<file path="config.mk">
export PLATFORM = sky130hd
export DESIGN_NAME = sdram_arbiter
export DESIGN_NICKNAME = d
export VERILOG_FILES = /design/src/rtl/sdram_arbiter.sv
export SDC_FILE = /design/constraint.sdc
export NUM_CORES = 1
export LEC_CHECK = 0
export CAP_MARGIN = 20
export CORE_ASPECT_RATIO = 1.5
export CORE_MARGIN = 3
export CORE_UTILIZATION = 38
export DETAILED_ROUTE_END_ITERATION = 12
export PLACE_DENSITY_LB_ADDON = 0.2
export SETUP_SLACK_MARGIN = 0.1
export SYNTH_ARGS = -nofsm -noshare
export SYNTH_HDL_FRONTEND = slang
export SYNTH_SLANG_ARGS = --single-unit
</file>
<file path="constraint.sdc">
create_clock -name clk -period 2.1 [get_ports clk]
set_input_delay 0.42 -clock clk [delete_from_list [all_inputs] [get_ports clk]]
set_output_delay 0.42 -clock clk [all_outputs]
set_load 0.005 [all_outputs]
</file>
<file path="src/rtl/sdram_arbiter.sv">
// Purpose     : two-port round-robin arbiter sharing one single-command sdram_controller
//               between the GPMC register port (port 0) and the DMA/capture port (port 1).
// Latency     : req sampled in IDLE -> ack/enable/sd_addr next cycle; sd_rd_ready sampled
//               -> rvalid/rdata next cycle.
// Backpressure: req is level-held until ack; a request arriving while busy waits in place.
//
// Ports:
//   clk, rst                          clock, async active-high reset
//   req/we/addr/wdata{0,1}            requester command inputs (held until ack)
//   ack/rdata/rvalid{0,1}             per-port capture pulse and read-data return
//   err, owner, busy                  watchdog abort pulse, current/last owner, not-IDLE flag
//   sd_addr, sd_wr_data, sd_*_enable  controller command side
//   sd_rd_data, sd_rd_ready, sd_ack, sd_busy   controller status side
module sdram_arbiter #(
  parameter int ADDR_WIDTH = 25,
  parameter int DATA_WIDTH = 8,
  parameter int TIMEOUT    = 1023
) (
  input  logic                  clk,
  input  logic                  rst,
  input  logic                  req0,
  input  logic                  req1,
  input  logic                  we0,
  input  logic                  we1,
  input  logic [ADDR_WIDTH-1:0] addr0,
  input  logic [ADDR_WIDTH-1:0] addr1,
  input  logic [DATA_WIDTH-1:0] wdata0,
  input  logic [DATA_WIDTH-1:0] wdata1,
  output logic                  ack0,
  output logic                  ack1,
  output logic [DATA_WIDTH-1:0] rdata0,
  output logic [DATA_WIDTH-1:0] rdata1,
  output logic                  rvalid0,
  output logic                  rvalid1,
  output logic                  err,
  output logic                  owner,
  output logic                  busy,
  output logic [ADDR_WIDTH-1:0] sd_addr,
  output logic [DATA_WIDTH-1:0] sd_wr_data,
  output logic                  sd_wr_enable,
  output logic                  sd_rd_enable,
  input  logic [DATA_WIDTH-1:0] sd_rd_data,
  input  logic                  sd_rd_ready,
  input  logic                  sd_ack,
  input  logic                  sd_busy
);

  localparam int              CW  = $clog2(TIMEOUT + 1);
  localparam logic [CW-1:0]   TMO = CW'(TIMEOUT);

  typedef enum logic [1:0] {IDLE, ISSUE, WAIT_RD, WAIT_WR} state_e;

  state_e                state_q, state_d;
  logic [CW-1:0]         cnt_q, cnt_d;
  logic                  last_q, last_d;
  logic                  we_q, we_d;
  logic                  owner_q, owner_d;
  logic                  busy_q;
  logic [ADDR_WIDTH-1:0] addr_q, addr_d;
  logic [DATA_WIDTH-1:0] wdata_q, wdata_d;
  logic [DATA_WIDTH-1:0] rdata0_q, rdata0_d, rdata1_q, rdata1_d;
  logic                  wr_en_q, wr_en_d, rd_en_q, rd_en_d;
  logic                  ack0_q, ack0_d, ack1_q, ack1_d;
  logic                  rvalid0_q, rvalid0_d, rvalid1_q, rvalid1_d;
  logic                  err_q, err_d;
  logic                  grant, sel_we, capture;

  always_ff @(posedge clk or posedge rst) begin
    if (rst) begin
      state_q   <= IDLE;
      cnt_q     <= '0;
      last_q    <= 1'b1;   // port 0 wins the first contention
      we_q      <= 1'b0;
      owner_q   <= 1'b0;
      busy_q    <= 1'b0;
      addr_q    <= '0;
      wdata_q   <= '0;
      rdata0_q  <= '0;
      rdata1_q  <= '0;
      wr_en_q   <= 1'b0;
      rd_en_q   <= 1'b0;
      ack0_q    <= 1'b0;
      ack1_q    <= 1'b0;
      rvalid0_q <= 1'b0;
      rvalid1_q <= 1'b0;
      err_q     <= 1'b0;
    end else begin
      state_q   <= state_d;
      cnt_q     <= cnt_d;
      last_q    <= last_d;
      we_q      <= we_d;
      owner_q   <= owner_d;
      busy_q    <= (state_d != IDLE);
      addr_q    <= addr_d;
      wdata_q   <= wdata_d;
      rdata0_q  <= rdata0_d;
      rdata1_q  <= rdata1_d;
      wr_en_q   <= wr_en_d;
      rd_en_q   <= rd_en_d;
      ack0_q    <= ack0_d;
      ack1_q    <= ack1_d;
      rvalid0_q <= rvalid0_d;
      rvalid1_q <= rvalid1_d;
      err_q     <= err_d;
    end
  end

  always_comb begin
    state_d   = state_q;
    cnt_d     = cnt_q;
    last_d    = last_q;
    we_d      = we_q;
    owner_d   = owner_q;
    addr_d    = addr_q;
    wdata_d   = wdata_q;
    rdata0_d  = rdata0_q;
    rdata1_d  = rdata1_q;
    wr_en_d   = wr_en_q;
    rd_en_d   = rd_en_q;
    ack0_d    = 1'b0;
    ack1_d    = 1'b0;
    rvalid0_d = 1'b0;
    rvalid1_d = 1'b0;
    err_d     = 1'b0;
    capture   = 1'b0;
    // Under contention the port that did not win last time goes next;
    // a lone requester always wins.
    grant     = (req0 && req1) ? ~last_q : req1;
    sel_we    = grant ? we1 : we0;

    if (state_q == IDLE) begin
      // sd_ack / sd_rd_ready seen here belong to nothing we issued: ignored.
      if (req0 || req1) begin
        state_d = ISSUE;
        cnt_d   = '0;
        last_d  = grant;
        owner_d = grant;
        we_d    = sel_we;
        addr_d  = grant ? addr1 : addr0;
        wdata_d = grant ? wdata1 : wdata0;
        wr_en_d = sel_we;
        rd_en_d = ~sel_we;
        ack0_d  = ~grant;
        ack1_d  = grant;
      end
    end else if (cnt_q == TMO) begin
      // Watchdog abort: drop the command, report, and let the bus go idle.
      err_d   = 1'b1;
      wr_en_d = 1'b0;
      rd_en_d = 1'b0;
      state_d = IDLE;
    end else begin
      cnt_d = cnt_q + 1'b1;
      case (state_q)
        ISSUE: begin
          if (sd_ack) begin
            wr_en_d = 1'b0;
            rd_en_d = 1'b0;
            if (we_q)             state_d = WAIT_WR;
            else if (sd_rd_ready) capture = 1'b1;   // data arrived with the ack
            else                  state_d = WAIT_RD;
          end
        end
        WAIT_RD: if (sd_rd_ready) capture = 1'b1;
        WAIT_WR: if (!sd_busy) state_d = IDLE;
        default: state_d = IDLE;
      endcase
    end

    if (capture) begin
      state_d = IDLE;
      if (owner_q) begin
        rdata1_d  = sd_rd_data;
        rvalid1_d = 1'b1;
      end else begin
        rdata0_d  = sd_rd_data;
        rvalid0_d = 1'b1;
      end
    end
  end

  assign ack0         = ack0_q;
  assign ack1         = ack1_q;
  assign rdata0       = rdata0_q;
  assign rdata1       = rdata1_q;
  assign rvalid0      = rvalid0_q;
  assign rvalid1      = rvalid1_q;
  assign err          = err_q;
  assign owner        = owner_q;
  assign busy         = busy_q;
  assign sd_addr      = addr_q;
  assign sd_wr_data   = wdata_q;
  assign sd_wr_enable = wr_en_q;
  assign sd_rd_enable = rd_en_q;

endmodule

</file>
# == Word-level counts from Yosys, hierarchy flattened ==
# Cells that the tools add are included.
# op_classes
n_mux,39
bitwise,4
shifts,0
div,0
eq_ne,6
order_cmp,0
addsub,1
mul,0
n_reduce_logical,11
# ops
op,n
$mux W10,3
$mux W25,1
$mux W1,24
$mux W2,8
$add A10 B1 Y10 const B,1
$eq A10 B10 Y1 const B,1
$mux W8,1
$reduce_and A2 Y1,4
$pmux W2 S3,1
$reduce_bool A3 Y1,2
$eq A2 B2 Y1 const B,2
$not A1 Y1,4
$reduce_and A3 Y1,1
$eq A2 B1 Y1 const B,1
$logic_not A2 Y1,1
$ne A2 B1 Y1 const B,1
$ne A2 B2 Y1 const B,1
$pmux W1 S2,1
$reduce_bool A2 Y1,1
$logic_and A1 B1 Y1,1
$logic_or A1 B1 Y1,1
# word_totals
out_inout_bits,58
memories,0
ram_bits,0
in_bits,83
wordCells,78
latchBits,0
regBits,72
rom_bits,0

# == Depth between registers and ports, before layout ==
# Gate-level depths: netlist of the first run.
# depth
ltp_word,8
depth_mapped,7

# == Worst setup path after synthesis of the first run ==
# No wires, ideal clock.
# synth_path
path_kind,reg2reg
start,register state_q[0]
end,"register rdata0_q[0], in the netlist rdata0[0]"
t_arrival_ns,1.935
setup_time_ns,0.125
stages_incl_launch_ff,8
path_slack_ns,0.040
path_buffers,1
cell_sequence,dfrtp_1 -> inv_1 -> ha_1 -> buf_6 -> inv_1 -> o31ai_4 -> nor4_4 -> mux2_2
# synth_via
elab_chain_cells,5
elab_cells_between_ends,7
cone_classes,2 x eq/ne; 3 x mux; 2 x reduce/logical
# synth_lines
item,line,text
"start, declared",53,"state_e state_q, state_d;"
"start signal, assigned",88,state_q <= state_d;
$eq A2 B2 Y1 or $eq A2 B1 Y1 (tied branches),154,case (state_q)
$pmux W1 S2,154,
$mux W1,146,end else if (cnt_q == TMO) begin
$mux W1 (*),131,if (state_q == IDLE) begin
$reduce_and A2 Y1 (no line) (*),--,
"end signal, assigned",96,rdata0_q <= rdata0_d;
"end, declared",61,"logic [DATA_WIDTH-1:0] rdata0_q, rdata0_d, rdata1_q, rdata1_d;"
# Mark *: on every way between the ends. The rest lies on a longest branch, timed or not.
# A chain may end at the register's enable or synchronous reset.

# == Worst setup path in the final report of the first run ==
# layout_path
start,register state_q[0]
end,"register busy_q, in the netlist busy"
# layout_via
elab_chain_cells,8
elab_cells_between_ends,17
cone_classes,3 x eq/ne; 12 x mux; 2 x reduce/logical
# layout_lines
item,line,text
$mux W2,160,else if (sd_rd_ready) capture = 1'b1;
$mux W2,159,if (we_q) state_d = WAIT_WR;
$mux W2,156,if (sd_ack) begin
$pmux W2 S3,154,
$mux W2,146,
$mux W2,131,
$mux W2 (*),170,if (capture) begin
$reduce_bool A2 Y1 (*),93,busy_q <= (state_d != IDLE);
"end signal, assigned",93,
"end, declared",58,logic busy_q;
# Marked as above.

==> summary.md, run 1 <==
| Metric | Value |
|---|---|
| # setup viols final | `0` |
| Total CTS buffers | `9` |
| Required @ worst endpoint | `between 2000 and 2500 ps` |
| Worst Max-Slew Pin Slew | `around 560 ps` |
| CTS Sinks | `between 70 and 80` |
| CTS Root Cell | `clkbuf_16` |
| Int Pwr | `4.70 mW` |
| Max rail drop VDD | `around 0.66 mV` |
| CP max stage delay | `490 ps` |
| Synth unique cells | `a little over 40` |
| 1st-iter DRT viols | `between 100 and 150` |
| Final Slew Violations | `0` |
| EDFF count, synth | `0` |
| Row Count | `41` |
| Combinational cell fraction of total power | `about two fifths` |
| CP Class | `reg2reg` |
| Ratio of cells with drive above 1 in the final layout | `13.8%` |
| Routability cong. | `0.901` |
| Final worst slack | `between 200 and 250 ps` |
| Fillers | `699` |
| Worst hold-check path type | `in2async` |
| Area contributors post-synth | `dfrtp_1 (54%), mux2i_1 (10%), o21ai_0 (5.8%)` |
| Core area | `between 8000 and 9000 sq um` |
| Vias | `between 2000 and 3000` |
| Crit path DAT | `2140 ps` |
| Post-Syn Nets | `382` |
| Fin area | `5330 sq um` |
| Sequential share of the synthesized area | `~55%` |
| Worst skew pair latency | `330 ps` |
| Syn Area/Cell | `approximately 11 sq um` |
| Maximum clock frequency | `528 MHz` |
| Top-area cell type share of the netlist area | `around 54%` |
| Fin. Hold Viols | `0` |
| Initial antenna violation count | `0` |
| # hold bufs at CTS | `0` |
| Final Net Count | `between 500 and 600` |
| Total power | `just under 7 mW` |
| Wire length of the first global-routing pass | `13.8 mm` |
| #FFs+latches synth | `72` |
| Die height | `between 100 and 150 um` |
| Max Fanout on Critical Path | `10` |
| Diodes inserted | `0` |
| I/O pin count | `141` |
| Slew headroom | `about 62%` |
| TritonCTS clock tree | `yes` |
| Die Area | `9870 sq um` |
| Leakage power | `between 2 and 2.5 nW` |
| Clock share of power | `24.6%` |
| Sw Share | `30.7%` |
| Synth Cell Area | `3300 sq um` |
| Maximum clock insertion buffer count | `2` |
| DR vias/cell | `4.91` |
| Outcome | `completed` |
| Placed cell area | `4940 sq um` |
| Total gr overflow | `0` |
| Vias in the first global route | `2772` |
| Crit path time final | `1900 ps` |
| GRT Total Usage | `18.4%` |
| Worst-path cell chain | `inv_1, ha_1, buf_4, or3b_2, o32a_1, a21oi_1` |
| Antenna Nets Post-Route | `0` |
| Setup crit start kind | `register` |
| Largest net degree at the start of global routing | `76` |
| NetSw | `2.08 mW` |
| Setup crit end kind | `register` |
| HPWL Detailed | `6.52 mm` |
| Hold slack | `475 ps` |
| Final period utilization | `90.2%` |
| Initial Utilization | `between 30% and 40%` |
| Reg power frac | `34.5%` |
| Power Dens Cells | `1270 nW/um^2` |
| Die Width | `82.1 um` |
| Clock transition at the registers of the reported paths | `about 60 ps` |
| Max stage delay cell, worst path | `or3b_2` |
| H-Tree Depth | `3` |
| Post-synth ARST share | `100%` |
| Drt pass-1 iters | `4` |
| Setup TNS | `0 ps` |
| Pre-CTS setup slack | `-79.2 ps` |
| DRC | `0` |
| Synth Flop Type | `dfrtp_1` |
| Skew final | `6.56 ps` |
| Routed length per instance | `15.6 um` |
| Cells after synthesis | `293` |
| Yosys warns | `0` |
| Largest area contributor in the netlist | `dfrtp_1` |
| Area occupied by multi-input gates | `roughly 1400 sq um` |
| Seq. cell area | `1810 sq um` |
| Max-Cap Viols | `0` |
| Area grow syn2layout | `61.2%` |
| Total wire length | `8.67 mm` |
| Unrepaired setup endpoints after global routing | `false` |
| IO Port Bufs | `140` |
## cell usage in the layout, fill, tap and decap left out, drive strengths merged
cell,instances
nor2,7
bufinv,2
inv,9
nor4,3
buf,14
nand2,40
nand3,6
dfrtp,71
nand4,1
clkbuf,11
nor3,5
or3b,1
o211ai,2
clkdlybuf4s50,140
clkinvlp,1
ha,6
o22ai,1
dfstp,1
xor2,1
a221oi,1
mux2i,34
a31oi,1
o31ai,6
a211o,1
mux2,16
or4,3
a21o,4
o2111ai,1
and4,2
and2,2
clkinv,3
nand2b,2
and3,1
a21oi,8
o32a,1
o21ai,38
o21a,1
a21boi,2
and4b,1
## synth_stat cells (2+ instances only)
cell type  instances
nor2_1             7
buf_2              4
o211ai_1           2
mux2_2            15
o31ai_1            5
nand3_1            6
nand2b_1           2
nor3_1             4
o21ai_0           38
a21boi_0           2
or4_1              3
nand2_1           40
clkbuf_1           8
nor4_1             2
ha_1               6
mux2i_1           34
dfrtp_1           71
and2_1             2
inv_1             10
a21o_1             4
a21oi_1            8
## power by group through the flow
stage	registers [mW]	logic, mW	clock network, mW
2_1_floorplan	2.34	1.16	0
3_3_place_gp	2.32	2.71	0
3_5_place_dp	2.34	2.77	0
4_1_cts	2.33	2.79	1.71
5_1_grt	2.41	3.06	1.77
6_report	2.34	2.77	1.67
## routing by layer
metal	track usage [%]	vias to the layer above	wire length, um
met5	0	-	0
met4	6.44	0	176
met3	4.69	15	456
met2	31.8	85	4680
met1	21.7	1288	3360
li1	-	1348	-
## layout make-up
class	instances	area share, %
multi-input cells	198	27.1
inverters	10	0.775
clock inverters	5	1.48
clock buffers	11	4.75
flip-flops and latches	72	33.9
repair buffers	154	29.5
well taps	107	2.51
## worst max-delay path, delay by kind of cell, from the launching register on
family                     cells  cell delay (ps)
DFF                            1              460
adders and majority gates      1              180
AOI/OAI and AO/OA              2              380
and+or+nand+nor                1              490
buffers and inverters          2              310
## registers in the layout, summed over array words and instances, names as in the netlist
register / count
sd_addr: 25
sd_rd_enable: 1
rvalid0: 1
busy: 1
owner: 1
ack0: 1
rdata1: 8
rdata0: 8
cnt_q: 10
err: 1
rvalid1: 1
we_q: 1
last_q: 1
state_q: 2
sd_wr_enable: 1
ack1: 1
sd_wr_data: 8
## repair_timing
action,4_1_cts,5_1_grt
endpoints found under the setup margin,15,8
buffers inserted,1,0
endpoints found under the hold margin,0,0
pin swaps,1,1
resized for setup,1,7
cloned,0,1
## final timing paths
check	from	endpoint	slack (ps)	cells past startpoint
max reg2reg	state_q[0]	busy	200	6
min in group clk	sd_wr_data[7]	sd_wr_data[7]	480	2
max in group asynchronous	rst	last_q	1070	3
max	state_q[0]	busy	200	6
min reg2reg	sd_wr_data[7]	sd_wr_data[7]	480	2
min	rst	rvalid0	480	2
## kinds of logic after synthesis
logic type	after synthesis	synth area share, %
XOR/XNOR	1	0.265
AO/OA/AOI/OAI	67	12.3
AND/OR/NAND/NOR	74	11.8
multiplexers	50	15.9
buffers and inverters	23	2.99
adder cells (fa/ha/maj)	6	2.27
flip-flops	72	54.6
## stage by stage
| step | instances | utilization [%] |
|---|---|---|
| after floorplan | 293 | - |
| after global placement | 539 | 58.4 |
| after detailed placement | 539 | 58.4 |
| after CTS | 556 | 62.6 |
| after global routing | 557 | 62.9 |
| final | 557 | 62.9 |
Note: power is estimated with default switching activity, not from simulation.
==> run 2: changes to the inputs <==
- CORE_MARGIN: 3 -> not set
==> summary.md, run 2 (synthesis results as in run 1) <==
| Metric | Value |
|---|---|
| Outcome | `completed` |
| Final period utilization | `91.9%` |
| Max reg flops | `25` |
| Drt pass-1 iters | `4` |
| Cells after DPL | `between 500 and 600` |
| Worst skew pair latency | `320 ps` |
| CTS Root Cell | `clkbuf_16` |
| Slew headroom | `a little under three fifths` |
| Final Slew Violations | `0` |
| Max-Cap Viols | `0` |
| Total CTS buffers | `9` |
| Power Dens Cells | `between 1000 and 1500 nW/um^2` |
| Max Fanout on Critical Path | `10` |
| Setup crit start kind | `register` |
| Routed length per instance | `14.4 um` |
| 1st-iter DRT viols | `95` |
| # setup viols final | `0` |
| Crit path time final | `1930 ps` |
| Most frequent cells in the layout | `clkdlybuf4s50_1 (140), dfrtp_1 (70), nand2_1 (40), o21ai_0 (37), mux2i_1 (34)` |
| HPWL Detailed | `6.17 mm` |
| Max rail drop VDD | `0.792 mV` |
| Ratio of cells with drive above 1 in the final layout | `13.9%` |
| Most common cell after layout, fill and taps aside | `clkdlybuf4s50_1` |
| TritonCTS clock tree | `yes` |
| Initial Utilization | `39.3%` |
| Largest net degree at the start of global routing | `50` |
| Area grow syn2layout | `61.5%` |
| CP Class | `reg2reg` |
| DR vias/cell | `~4.9` |
| Routability cong. | `0.831` |
| Core area | `8410 sq um` |
| Diodes inserted | `0` |
| Maximum clock insertion buffer count | `2` |
| Unrepaired setup endpoints after global routing | `false` |
| Vias | `2741` |
| Die height | `116 um` |
| H-Tree Depth | `3` |
| Total gr overflow | `0` |
| Fin. Hold Viols | `0` |
| Antenna Nets Post-Route | `0` |
| Initial antenna violation count | `0` |
| Worst hold-check path type | `in2async` |
| Final Net Count | `538` |
| Die Width | `78.1 um` |
| CTS Sinks | `72` |
| IO Port Bufs | `140` |
| Leakage power | `2.33 nW` |
| Total wire length | `8.05 mm` |
| Maximum clock frequency | `518 MHz` |
| DRC | `0` |
| Setup crit end kind | `register` |
| Final Non-Filler Cells | `561` |
| I/O pin count | `141` |
| Wire length of the first global-routing pass | `12.8 mm` |
| Vias in the first global route | `roughly 2700` |
| Clock transition at the registers of the reported paths | `60 ps` |
| Skew final | `around 4.6 ps` |
| Die Area | `9080 sq um` |
| Crit path DAT | `2170 ps` |
| Required @ worst endpoint | `2340 ps` |
| Total power | `roughly 6.7 mW` |
| Row Count | `41` |
| Worst Max-Slew Pin Slew | `641 ps` |
| GRT Total Usage | `18.4%` |
## run 2: routing by layer
layer  up-vias  routed length [um]  part of all wire [%]  track usage, %
met3        13                 342                   4.2            3.20
met1      1298                3090                    38            20.5
li1       1353                   -                     -               -
met4         0                 167                   2.1            9.26
met2        77                4450                    55            33.7
met5         -                   0                     0               0
## run 2: path summary, 6_finish.rpt
check	startpoint	to	slack (ps)	cells after the start
min	rst	rdata0[0]	460	2
min reg2reg	sd_addr[5]	sd_addr[5]	470	2
max reg2reg	state_q[0]	busy	170	6
max in group asynchronous	rst	last_q	1120	3
max	state_q[0]	busy	170	6
min in group clk	sd_addr[5]	sd_addr[5]	470	2
## run 2: layout make-up
cell class | count | area (sq um)
tap | 107 | 134
clock buffer | 9 | 225
inverter | 10 | 41.3
timing repair buffer | 158 | 1600
clock inverter | 7 | 96.3
multi-input combinational | 198 | 1430
sequential | 72 | 1800
fill | 700 | 3080
## run 2: worst max-delay path: stages, from the launching register on
cell and delay [ps]:
dfrtp_2 440, inv_1 110, ha_1 180, buf_4 180
or3b_2 510, o32a_1 210, a21oi_1 200
## run 2: stage by stage
step	setup slack (ps)	TNS [ps]	cell area, sq um	util [%]	hold WS (ps)
after floorplan	157	0	3310	-	473
after global placement	-33.4	-293	4970	59.0	460
after detailed placement	-64.8	-548	4970	59.0	469
after CTS	109	0	5290	62.9	459
after global routing	106	0	5340	63.4	479
final	169	0	5340	63.4	457
## run 2: power breakdown
group	internal (mW)	switching [mW]	total, mW
combinational	1.62	1.13	2.75
clock	1.04	0.566	1.60
sequential	1.97	0.346	2.32
total	4.64	2.04	6.68
## run 2: what timing repair did
item                       in CTS  in global routing
hold buffers                    0                  0
resized for setup               1                  4
gates cloned                    0                  1
pin swaps                       1                  1
setup buffers                   0                  2
setup endpoints to repair      15                 16
==> run 3: changes to the inputs <==
- HOLD_SLACK_MARGIN: not set -> 0.1
==> results of run 3 <==
The final DEF is identical to that of run 2; final timing and power are the same.
